==> src/rtl/exu_pipe_ctrl.sv <==
// exu_pipe_ctrl: EX-stage pipeline sequencer (stall/flush/bubble control, operand forwarding, perf counters)
module exu_pipe_ctrl #(
  parameter int FLUSH_CYCLES = 2,
  parameter int CNT_W        = 32
) (
  input  logic             clk,
  input  logic             rst,
  input  logic             id_valid,
  input  logic [4:0]       id_rs1,
  input  logic [4:0]       id_rs2,
  input  logic             id_rs1_used,
  input  logic             id_rs2_used,
  input  logic [4:0]       ex_rd,
  input  logic             ex_R_wen,
  input  logic             ex_mem_ren,
  input  logic [4:0]       mem_rd,
  input  logic             mem_R_wen,
  input  logic             ex_redirect,
  input  logic             lsu_busy,
  output logic             pc_stall,
  output logic             id_stall,
  output logic             id_flush,
  output logic             ex_inst_clear,
  output logic             mem_stall,
  output logic [1:0]       fwd_rs1_sel,
  output logic [1:0]       fwd_rs2_sel,
  output logic [1:0]       ctrl_state,
  output logic [CNT_W-1:0] stall_cnt,
  output logic [CNT_W-1:0] flush_cnt
);
  typedef enum logic [1:0] {RUN = 2'd0, FLUSH = 2'd1, MEMWAIT = 2'd2} state_t;
  localparam int CW = FLUSH_CYCLES > 1 ? $clog2(FLUSH_CYCLES) : 1;
  localparam logic [CW-1:0] CNT_LOAD = CW'(FLUSH_CYCLES - 1);
  localparam bit MULTI = FLUSH_CYCLES > 1;
  state_t state_q, state_d;
  logic [CW-1:0] cnt_q, cnt_d;
  logic pend_q, pend_d;
  logic [CNT_W-1:0] stall_cnt_q, stall_cnt_d, flush_cnt_q, flush_cnt_d;
  logic load_use, stall_v, mstall_v, flush_v;
  logic [1:0] fwd1, fwd2;
  // hazard: the instruction in ID needs a value that EX is still loading from memory
  always_comb begin
    load_use = id_valid & ex_mem_ren & ex_R_wen & (ex_rd != 5'd0) &
               ((id_rs1_used & (id_rs1 == ex_rd)) | (id_rs2_used & (id_rs2 == ex_rd)));
  end
  // forwarding: EX result is younger and wins over MEM; x0 is never forwarded
  always_comb begin
    fwd1 = (ex_R_wen & ~ex_mem_ren & (ex_rd != 5'd0) & (ex_rd == id_rs1)) ? 2'd1 :
           (mem_R_wen & (mem_rd != 5'd0) & (mem_rd == id_rs1)) ? 2'd2 : 2'd0;
    fwd2 = (ex_R_wen & ~ex_mem_ren & (ex_rd != 5'd0) & (ex_rd == id_rs2)) ? 2'd1 :
           (mem_R_wen & (mem_rd != 5'd0) & (mem_rd == id_rs2)) ? 2'd2 : 2'd0;
  end
  // sequencer next state and raw stall/flush decisions
  always_comb begin
    state_d  = state_q;
    cnt_d    = cnt_q;
    pend_d   = pend_q;
    stall_v  = 1'b0;
    mstall_v = 1'b0;
    flush_v  = 1'b0;
    case (state_q)
      RUN: begin
        if (lsu_busy) begin
          stall_v  = 1'b1;
          mstall_v = 1'b1;
          pend_d   = ex_redirect;
          state_d  = MEMWAIT;
        end else if (ex_redirect) begin
          flush_v = 1'b1;
          if (MULTI) begin
            cnt_d   = CNT_LOAD;
            state_d = FLUSH;
          end
        end else if (load_use) begin
          stall_v = 1'b1;
        end
      end
      FLUSH: begin
        flush_v = 1'b1;
        if (lsu_busy) begin
          pend_d  = 1'b1;
          state_d = MEMWAIT;
        end else begin
          cnt_d = cnt_q - CW'(1);
          if (cnt_q == CW'(1)) state_d = RUN;
        end
      end
      MEMWAIT: begin
        if (lsu_busy) begin
          stall_v  = 1'b1;
          mstall_v = 1'b1;
          pend_d   = pend_q | ex_redirect;
        end else begin
          pend_d  = 1'b0;
          state_d = RUN;
          if (pend_q | ex_redirect) begin
            flush_v = 1'b1;
            if (MULTI) begin
              cnt_d   = CNT_LOAD;
              state_d = FLUSH;
            end
          end
        end
      end
      default: state_d = RUN;
    endcase
  end
  // reset overrides every control output so the pipe holds bubbles while rst is high
  always_comb begin
    pc_stall      = rst | stall_v;
    id_stall      = rst | stall_v;
    ex_inst_clear = rst | stall_v | flush_v;
    id_flush      = ~rst & flush_v;
    mem_stall     = ~rst & mstall_v;
    fwd_rs1_sel   = rst ? 2'd0 : fwd1;
    fwd_rs2_sel   = rst ? 2'd0 : fwd2;
    ctrl_state    = state_q;
    stall_cnt     = stall_cnt_q;
    flush_cnt     = flush_cnt_q;
  end
  // saturating perf counters
  always_comb begin
    stall_cnt_d = (pc_stall & ~&stall_cnt_q) ? stall_cnt_q + CNT_W'(1) : stall_cnt_q;
    flush_cnt_d = (id_flush & ~&flush_cnt_q) ? flush_cnt_q + CNT_W'(1) : flush_cnt_q;
  end
  // state registers
  always_ff @(posedge clk or posedge rst) begin
    if (rst) begin
      state_q     <= RUN;
      cnt_q       <= '0;
      pend_q      <= 1'b0;
      stall_cnt_q <= '0;
      flush_cnt_q <= '0;
    end else begin
      state_q     <= state_d;
      cnt_q       <= cnt_d;
      pend_q      <= pend_d;
      stall_cnt_q <= stall_cnt_d;
      flush_cnt_q <= flush_cnt_d;
    end
  end
endmodule
==> config.mk <==
export PLATFORM = sky130hd
export DESIGN_NAME = exu_pipe_ctrl
export DESIGN_NICKNAME = d
export VERILOG_FILES = /design/src/rtl/exu_pipe_ctrl.sv
export SDC_FILE = /design/constraint.sdc
export NUM_CORES = 1
export LEC_CHECK = 0
export BUFFER_PORTS_ARGS = -buffer_cell sky130_fd_sc_hd__clkbuf_2
export CAP_MARGIN = 20
export CORE_MARGIN = 1.5
export CORE_UTILIZATION = 56
export CTS_CLUSTER_DIAMETER = 150
export DETAILED_ROUTE_END_ITERATION = 12
export MAX_ROUTING_LAYER = met4
export PLACE_DENSITY = 0.87
export SLEW_MARGIN = 20
export SYNTH_ARGS = -nofsm -noshare
export SYNTH_HDL_FRONTEND = slang
export SYNTH_SLANG_ARGS = --single-unit
==> constraint.sdc <==
create_clock -name clk -period 5.6 [get_ports clk]
set_input_delay 0.56 -clock clk [delete_from_list [all_inputs] [get_ports clk]]
set_output_delay 0.56 -clock clk [all_outputs]
set_load 0.1 [all_outputs]
After elaboration in Yosys (flattened, before gate mapping)
Cells that the tools add are included.

Flip-flop bits (word level): 68. Output and inout port bits: 75. Word-level logic and storage cells: 94.

$add $sub $neg: 3. Equality and inequality tests: 17. Muxes and demuxes: 34. Bitwise gates (word level): 23. Reductions and logical operators: 12.

Operators by type and width (number): $add A32 B1 Y32 const B (2); $reduce_and A32 Y1 (2); $eq A5 B5 Y1 (6); $mux W2 (11); $mux W1 (18); $and A1 B1 Y1 (17); $ne A2 B2 Y1 const B (7); $reduce_bool A5 Y1 (2); $pmux W1 S3 (3); $ne A3 B3 Y1 const B (2); $pmux W2 S3 (1); $reduce_and A3 Y1 (2); $reduce_and A6 Y1 (1); $or A1 B1 Y1 (4); $reduce_bool A3 Y1 (1); $eq A2 B1 Y1 const B (1); $eq A2 B2 Y1 const B (1); $logic_not A1 Y1 (2); $logic_not A2 Y1 (1); $not A1 Y1 (2); $pmux W1 S2 (1); $reduce_or A2 Y1 (1); $sub A1 B1 Y1 const B (1).

Longest topological paths before layout
Gate-level depths: netlist (run 1).

Depth in word-level cells: 10. Mapped depth: 10. Mapped depth without buffers: 9.

Worst setup path before layout (run 1)
Ideal clock, no wire load.

Kind: in2out. From: input port rst. To: output port fwd_rs1_sel[1]. Arrival time: 7.136 ns. Slack: -2.096 ns. Stages on the path: 4. Path buffers: 0. Cell sequence: inv_1 > o311a_1 > nand4_1 > a2111oi_0.

Word-level cells in the longest chain between the ends: 1.

Ends and longest elaborated chain: start: declaration (line 7) `input logic rst,`; $mux W2 (line 115) `fwd_rs1_sel = rst ? 2'd0 : fwd1;`; end: declaration (line 25) `output logic [1:0] fwd_rs1_sel,`.

No other way between the ends.

Final worst setup path (run 1)
From: input port ex_rd[3]. To: output port ex_inst_clear.

Word-level cells in the longest chain between the ends: 10.

Ends and longest elaborated chain: start: declaration (line 13) `input logic [4:0] ex_rd,`; $eq A5 B5 Y1 (line 44) `((id_rs1_used & (id_rs1 == ex_rd)) | (id_rs2_used & (id_rs2 == ex_rd)));`; $and A1 B1 Y1 (line 44); $or A1 B1 Y1 (line 44); $and A1 B1 Y1 * (line 43) `load_use = id_valid & ex_mem_ren & ex_R_wen & (ex_rd != 5'd0) &`; $mux W1 * (line 74) `end else if (load_use) begin`; $mux W1 * (line 68) `end else if (ex_redirect) begin`; $mux W1 * (line 63) `if (lsu_busy) begin`; $pmux W1 S2 * (line 61) `case (state_q)`; $or A1 B1 Y1 * (2 in series) (line 112) `ex_inst_clear = rst | stall_v | flush_v;`; end: declaration (line 23) `output logic ex_inst_clear,`.

Mark *: on every way between the ends. The rest lies on a longest branch, timed or not.

==> qor.txt, run 1 <==
clk_skew - 11.6 ps
Period minus WS final - 3290 ps
Most used DFF post-synth - dfrtp_1
maximum net fanout on the critical path - 6
Setup Fix Bufs, Post-CTS - 0
Clock Pin Slew Worst Setup and Hold Paths - 80 ps
clock tree sinks - 68
Top cell by count, worst path - clkbuf_2
Register-to-Register Setup Slack - 2780 ps
hpwl dp - 6560 µm
P_sw - 0.876 mW
Worst setup EP type - primary output
unrepaired setup endpoints after global routing - false
Root Driver - clkbuf_8
Min-Delay Path Class - input pin to async pin
largest net degree at the start of global routing - 42
CP max stage delay - 560 ps
leakage - 2.32 nW
achievable clock frequency - 304 MHz
post-cts hold buffer count - 0
post-DR wirelength/cell - 14.9 µm
worst slew pin tran - 639 ps
reg2reg end - flush_cnt[31]$_DFFE_PP0P_
Crit path required time - 5040 ps
TritonCTS clock tree - built
Int Power - 1.00 mW
Initial DRC Count - 212
Num CTS Buffers - 9
layout cells sized above 1 - 27.7%
Async SR Flop Fraction - 100%
die area - 7150 µm²
Final setup viols - 0
Routability Congestion - 0.845
die width - 84.5 µm
register area share after synthesis - 45.7%
hold slack final - 385 ps
EDFF count, synth - 0
CP Class - input pin to primary output
Worst R2R Path Depth - 9
clock group share of total power - 26.4%
n_diodes - 0
initial antenna violation count - 0
fin. max-slew vios - 0
Setup crit start kind - input pin
Fin. Hold Viols - 0
via/cell ratio - 5.57
Area growth, synth to finish - 22.6%
flop and latch count out of synthesis - 68
yosys warns - 0
starting density of the core - 58.3%
Netlist cell types - 46
Gate power share - 40.8%
# rows - 29
post-route clock period utilization - 58.7%
Antenna Nets Post-Route - 0
Reg power frac - 32.8%
vias in the first global route - 2964
post-CTS sizing - 0
Clock Latency Late Sink - 340 ps
CTS Buffer Depth - 2
routed via count - 3200
Mapped Nets - 419
outcome - finished clean
reg2reg start - ctrl_state[0]$_DFFE_PP0P_
Mean Syn Cell Area - 9.72 µm²
CP max-delay cell - o21ai_0
total routed wirelength - 8560 µm
max_cap viols - 0
pwr/cell area - 412 nW/µm²
Max rail drop VDD - 439 µV
CTS HTree Levels - 3
synthesized area - 3720 µm²
DRC viols - 0
first-pass GRT wire length - 13800 µm
IO Port Bufs - 104
Remaining Overflow, GRT - 0
CP Cell Sequence - clkbuf_2 > xnor2_1 > nand3_1 > nor3_1 > a22oi_1 > o21ai_0 > nand2b_1 > clkbuf_2
NumNets Final - 529
1st-pass router iterations - 4
core area - 6390 µm²
Chip Height - 84.5 µm
IO Pins - 105
Synth Instances - 383
sw frac - 46.6%
critical path arrival - 2730 ps
Global Route Usage Sum - 25.1%
Relative slew margins - 56.9%
Fin Setup TNS - 0 ps
## placed cells by master (no fill, tap or decap), types with 4 or more instances in the layout
cell type  instances
mux2_2             4
nand4_1           16
nor4_1             4
nand2b_1           4
xor2_1            41
nand3_1           31
xnor2_1           37
o21ai_0           10
nor3_1            21
nor2_1            33
nand2_1           30
dfrtp_1           68
a21oi_1            8
inv_1             17
ha_1               6
clkbuf_8           9
clkbuf_2         104
and3_1            10
## worst max-delay path by stage
stage                                         start             to  slack, ps  cells past startpoint
after floorplan           ctrl_state[1]$_DFFE_PP0P_  ex_inst_clear        200                      6
after global placement                     ex_rd[4]  ex_inst_clear       2420                      8
after detailed placement                   ex_rd[2]  ex_inst_clear       2310                      8
after CTS                 ctrl_state[0]$_DFFE_PP0P_  ex_inst_clear       2300                      7
after global routing      ctrl_state[1]$_DFFE_PP0P_  ex_inst_clear       2140                      7
final                                      ex_rd[3]  ex_inst_clear       2310                      8
## flip-flops by register name, summed over array words and instances (netlist names)
register,flops
cnt_q,1
stall_cnt,32
ctrl_state,2
flush_cnt,32
pend_q,1
## power groups by stage
stage | registers [mW] | clock network [mW] | logic, mW
global placement | 0.619 | 0 | 0.753
CTS | 0.617 | 0.501 | 0.768
finish | 0.617 | 0.496 | 0.767
floorplan | 0.949 | 0 | 0.300
global route | 0.627 | 0.521 | 0.803
detailed placement | 0.625 | 0 | 0.766
## Yosys cell counts, drive strengths merged (4+ instances only)
master / n / area [µm²]
xor2: 41 / 359
ha: 6 / 75.1
xnor2: 37 / 324
mux2: 5 / 60.1
dfrtp: 68 / 1700
nor3: 21 / 105
nand4: 17 / 113
nor4: 5 / 46.3
and3: 10 / 62.6
nor2: 33 / 124
o21ai: 10 / 50.1
a21oi: 8 / 40.0
inv: 18 / 67.6
nand2: 30 / 113
nand3: 33 / 175
or3: 4 / 30.0
nand2b: 4 / 25.0
## logic make-up after synthesis
group / Yosys count / synth area share, %
adders and majority gates: 6 / 2.02
muxes: 6 / 1.88
AOI/OAI and AO/OA: 30 / 5.07
xor gates and xnor gates: 78 / 18.3
and+or+nand+nor: 171 / 24.2
DFF: 68 / 45.7
buffers and inverters: 24 / 2.76
## through the flow
stage | total power, mW | std cells | cell area, µm² | setup slack, ps | util [%]
floorplan | 1.25 | 383 | 3730 | 199 | -
finish | 1.88 | 575 | 4570 | 2310 | 71.5
detailed placement | 1.39 | 559 | 4320 | 2310 | 67.6
global route | 1.95 | 575 | 4570 | 2140 | 71.5
CTS | 1.89 | 575 | 4570 | 2300 | 71.5
global placement | 1.37 | 559 | 4320 | 2420 | 67.6
## cell type report
type,instances,area [µm²]
Timing Repair Buffer,105,528
Tap cell,77,96.3
Sequential cell,68,1700
Clock buffer,9,124
Multi-Input combinational cell,291,1930
Inverter,18,67.6
Fill cell,509,1820
Clock inverter,7,124
## worst max-delay path, delay by kind of cell
family / cells / cell delay (ps)
AOI/OAI and AO/OA: 2 / 690
xor gates and xnor gates: 1 / 150
buffers and inverters: 2 / 580
and+or+nand+nor: 3 / 740
## per-layer routing
metal,up-vias,wire [µm],track usage [%]
met4,0,125,9.38
met2,107,4270,40.7
li1,1540,-,-
met5,-,0,-
met3,10,374,3.44
met1,1543,3790,32.2
Note: power is estimated with default switching activity, not from simulation.
==> inputs of run 2 (changes only) <==
--- a/config.mk
+++ b/config.mk
@@ -8,11 +8,11 @@
 export BUFFER_PORTS_ARGS = -buffer_cell sky130_fd_sc_hd__clkbuf_2
 export CAP_MARGIN = 20
 export CORE_MARGIN = 1.5
-export CORE_UTILIZATION = 56
+export CORE_UTILIZATION = 52
 export CTS_CLUSTER_DIAMETER = 150
 export DETAILED_ROUTE_END_ITERATION = 12
 export MAX_ROUTING_LAYER = met4
-export PLACE_DENSITY = 0.87
+export PLACE_DENSITY = 0.82
 export SLEW_MARGIN = 20
 export SYNTH_ARGS = -nofsm -noshare
 export SYNTH_HDL_FRONTEND = slang
==> constraint.sdc (replaced) <==
create_clock -name clk -period 3.35 [get_ports clk]
set_input_delay 0.335 -clock clk [delete_from_list [all_inputs] [get_ports clk]]
set_output_delay 0.335 -clock clk [all_outputs]
set_load 0.1 [all_outputs]
==> qor.txt, run 2 (same netlist as run 1, synthesis figures left out) <==
starting density of the core - 54.2% (was 58.3%)
n_diodes - 0 (unchanged)
Clock Latency Late Sink - 340 ps (about the same)
IO Pins - 105 (unchanged)
sw frac - 48.0% (was 46.6%)
Num CTS Buffers - 9 (unchanged)
unrepaired setup endpoints after global routing - false (unchanged)
die width - 87.6 µm (was 84.5 µm)
fin. max-slew vios - 0 (unchanged)
CP max stage delay - 590 ps (was 560 ps)
first-pass GRT wire length - 14400 µm (was 13800 µm)
Max rail drop VDD - 654 µV (was 439 µV)
P_sw - 1.45 mW (was 0.876 mW)
clock group share of total power - 22.1% (was 26.4%)
Root Driver - clkbuf_8 (unchanged)
Setup crit start kind - register (was input pin)
Reg power frac - 34.0% (was 32.8%)
layout cells sized above 1 - 27.7% (unchanged)
post-route clock period utilization - 82.2%
worst slew pin tran - 743 ps (was 639 ps)
Routability Congestion - 0.902 (was 0.845)
pwr/cell area - 657 nW/µm² (was 412 nW/µm²)
Crit path required time - 3580 ps (was 5040 ps)
fillers - 551 (was 509)
post-CTS sizing - 0 (unchanged)
Antenna Nets Post-Route - 0 (unchanged)
Initial DRC Count - 163 (was 212)
vias in the first global route - 3099 (was 2964)
multi-input logic area - 1960 µm² (was 1930 µm²)
Sequential Area - 1700 µm² (unchanged)
Min-Delay Path Class - input pin to async pin (unchanged)
Worst path top cell family by delay - simple AND/OR/NAND/NOR gates (unchanged)
Buf/Inv on CP - 1 (was 2)
total routed wirelength - 8780 µm (was 8560 µm)
Int Power - 1.58 mW (was 1.00 mW)
final core utilization - 67.2% (was 71.5%)
clock tree sinks - 68 (unchanged)
die area - 7680 µm² (was 7150 µm²)
Period minus WS final - 2750 ps
Gate power share - 43.9% (was 40.8%)
TritonCTS clock tree - built (unchanged)
largest net degree at the start of global routing - 61 (was 42)
DRC viols - 0 (unchanged)
Clock Pin Slew Worst Setup and Hold Paths - 80 ps (about the same)
Final setup viols - 0 (unchanged)
Relative slew margins - 50.5% (was 56.9%)
Fin. Hold Viols - 0 (unchanged)
most common cell after layout, fill and taps aside - clkbuf_2 (unchanged)
maximum net fanout on the critical path - 8 (was 6)
1st-pass router iterations - 4 (unchanged)
CTS HTree Levels - 3 (unchanged)
Setup Fix Bufs, Post-CTS - 0 (unchanged)
CP Cell Sequence - inv_1 > ha_1 > o21ai_0 > a21oi_1 > o21bai_1 > nor4_1 > nand3_1 > nor3_1 > mux2_2 (was clkbuf_2 > xnor2_1 > nand3_1 > nor3_1 > a22oi_1 > o21ai_0 > nand2b_1 > clkbuf_2)
routed via count - 3245 (was 3200)
NumNets Final - 529 (unchanged)
most frequent cells in the layout - clkbuf_2 (101), dfrtp_1 (68), xor2_1 (41) (was clkbuf_2 (104), dfrtp_1 (68), xor2_1 (41))
Area growth, synth to finish - 24.0% (was 22.6%)
# rows - 30 (was 29)
core area - 6870 µm² (was 6390 µm²)
Global Route Usage Sum - 24.9% (was 25.1%)
IO Port Bufs - 104 (unchanged)
leakage - 2.32 nW (about the same)
CP max-delay cell - nor4_1 (was o21ai_0)
Chip Height - 87.6 µm (was 84.5 µm)
hpwl dp - 6650 µm (was 6560 µm)
Total Power - 3.03 mW (was 1.88 mW)
achievable clock frequency - 363 MHz
critical path arrival - 2980 ps (was 2730 ps)
post-cts hold buffer count - 0 (unchanged)
CTS Buffer Depth - 2 (unchanged)
clk_skew - 12.2 ps (was 11.6 ps)
CP Class - register to register (was input pin to primary output)
outcome - finished clean (unchanged)
initial antenna violation count - 0 (unchanged)
Worst setup EP type - register (was primary output)
max_cap viols - 0 (unchanged)
Remaining Overflow, GRT - 0 (unchanged)
post-DR wirelength/cell - 14.8 µm (was 14.9 µm)
via/cell ratio - 5.46 (was 5.57)
run 2: power groups by stage:
stage	clock network [mW]	logic [mW]	registers, mW
finish	0.669	1.33	1.03
global route	0.716	1.40	1.04
CTS	0.677	1.34	1.03
detailed placement	0	1.33	1.04
global placement	0	1.31	1.04
floorplan	0	0.511	1.59
run 2: per-layer routing:
layer | part of all wire, % | up-vias | track usage [%]
met5 | 0 | - | -
met4 | 1.5 | 0 | 9.52
met3 | 4.7 | 11 | 4.62
met2 | 50 | 114 | 40.6
met1 | 44 | 1572 | 30.8
li1 | - | 1548 | -
run 2: worst paths after layout:
kind	to	startpoint	cells after the start	slack, ps
worst max-delay path	flush_cnt[31]$_DFFE_PP0P_	ctrl_state[0]$_DFFE_PP0P_	9	600
worst min-delay path	stall_cnt[1]$_DFFE_PP0P_	rst	2	20
worst max register to register	flush_cnt[31]$_DFFE_PP0P_	ctrl_state[0]$_DFFE_PP0P_	9	600
worst min register to register	stall_cnt[16]$_DFFE_PP0P_	stall_cnt[16]$_DFFE_PP0P_	1	490
max in group asynchronous	flush_cnt[16]$_DFFE_PP0P_	rst	3	2320
min in group clk	pend_q$_DFFE_PP0P_	ex_redirect	3	400
run 2: worst register-to-register path, cell delays in order, from the launching register on:
cell and delay, ps:
dfrtp_1 430, inv_1 120, ha_1 290, o21ai_0 140, a21oi_1 140, o21bai_1 160
nor4_1 590, nand3_1 220, nor3_1 200, mux2_2 350
run 2: area by class of cell:
cell class / count / area share, %
Clock buffer: 12 / 3.14
Multi-Input combinational cell: 291 / 42.4
Sequential cell: 68 / 36.9
Clock inverter: 4 / 1.06
Inverter: 18 / 1.54
Timing Repair Buffer: 105 / 12.4
Tap cell: 96 / 2.60
run 2: stage by stage:
stage / cells / cell area [µm²] / setup TNS (ps) / hold slack (ps) / setup slack, ps
2_1_floorplan: 383 / 3760 / -53.5 / 502 / -53.5
3_3_place_gp: 578 / 4420 / 0 / 395 / 808
3_5_place_dp: 578 / 4420 / 0 / 392 / 629
4_1_cts: 594 / 4620 / 0 / 27.5 / 615
5_1_grt: 594 / 4620 / 0 / 40.0 / 314
6_report: 594 / 4620 / 0 / 19.8 / 596
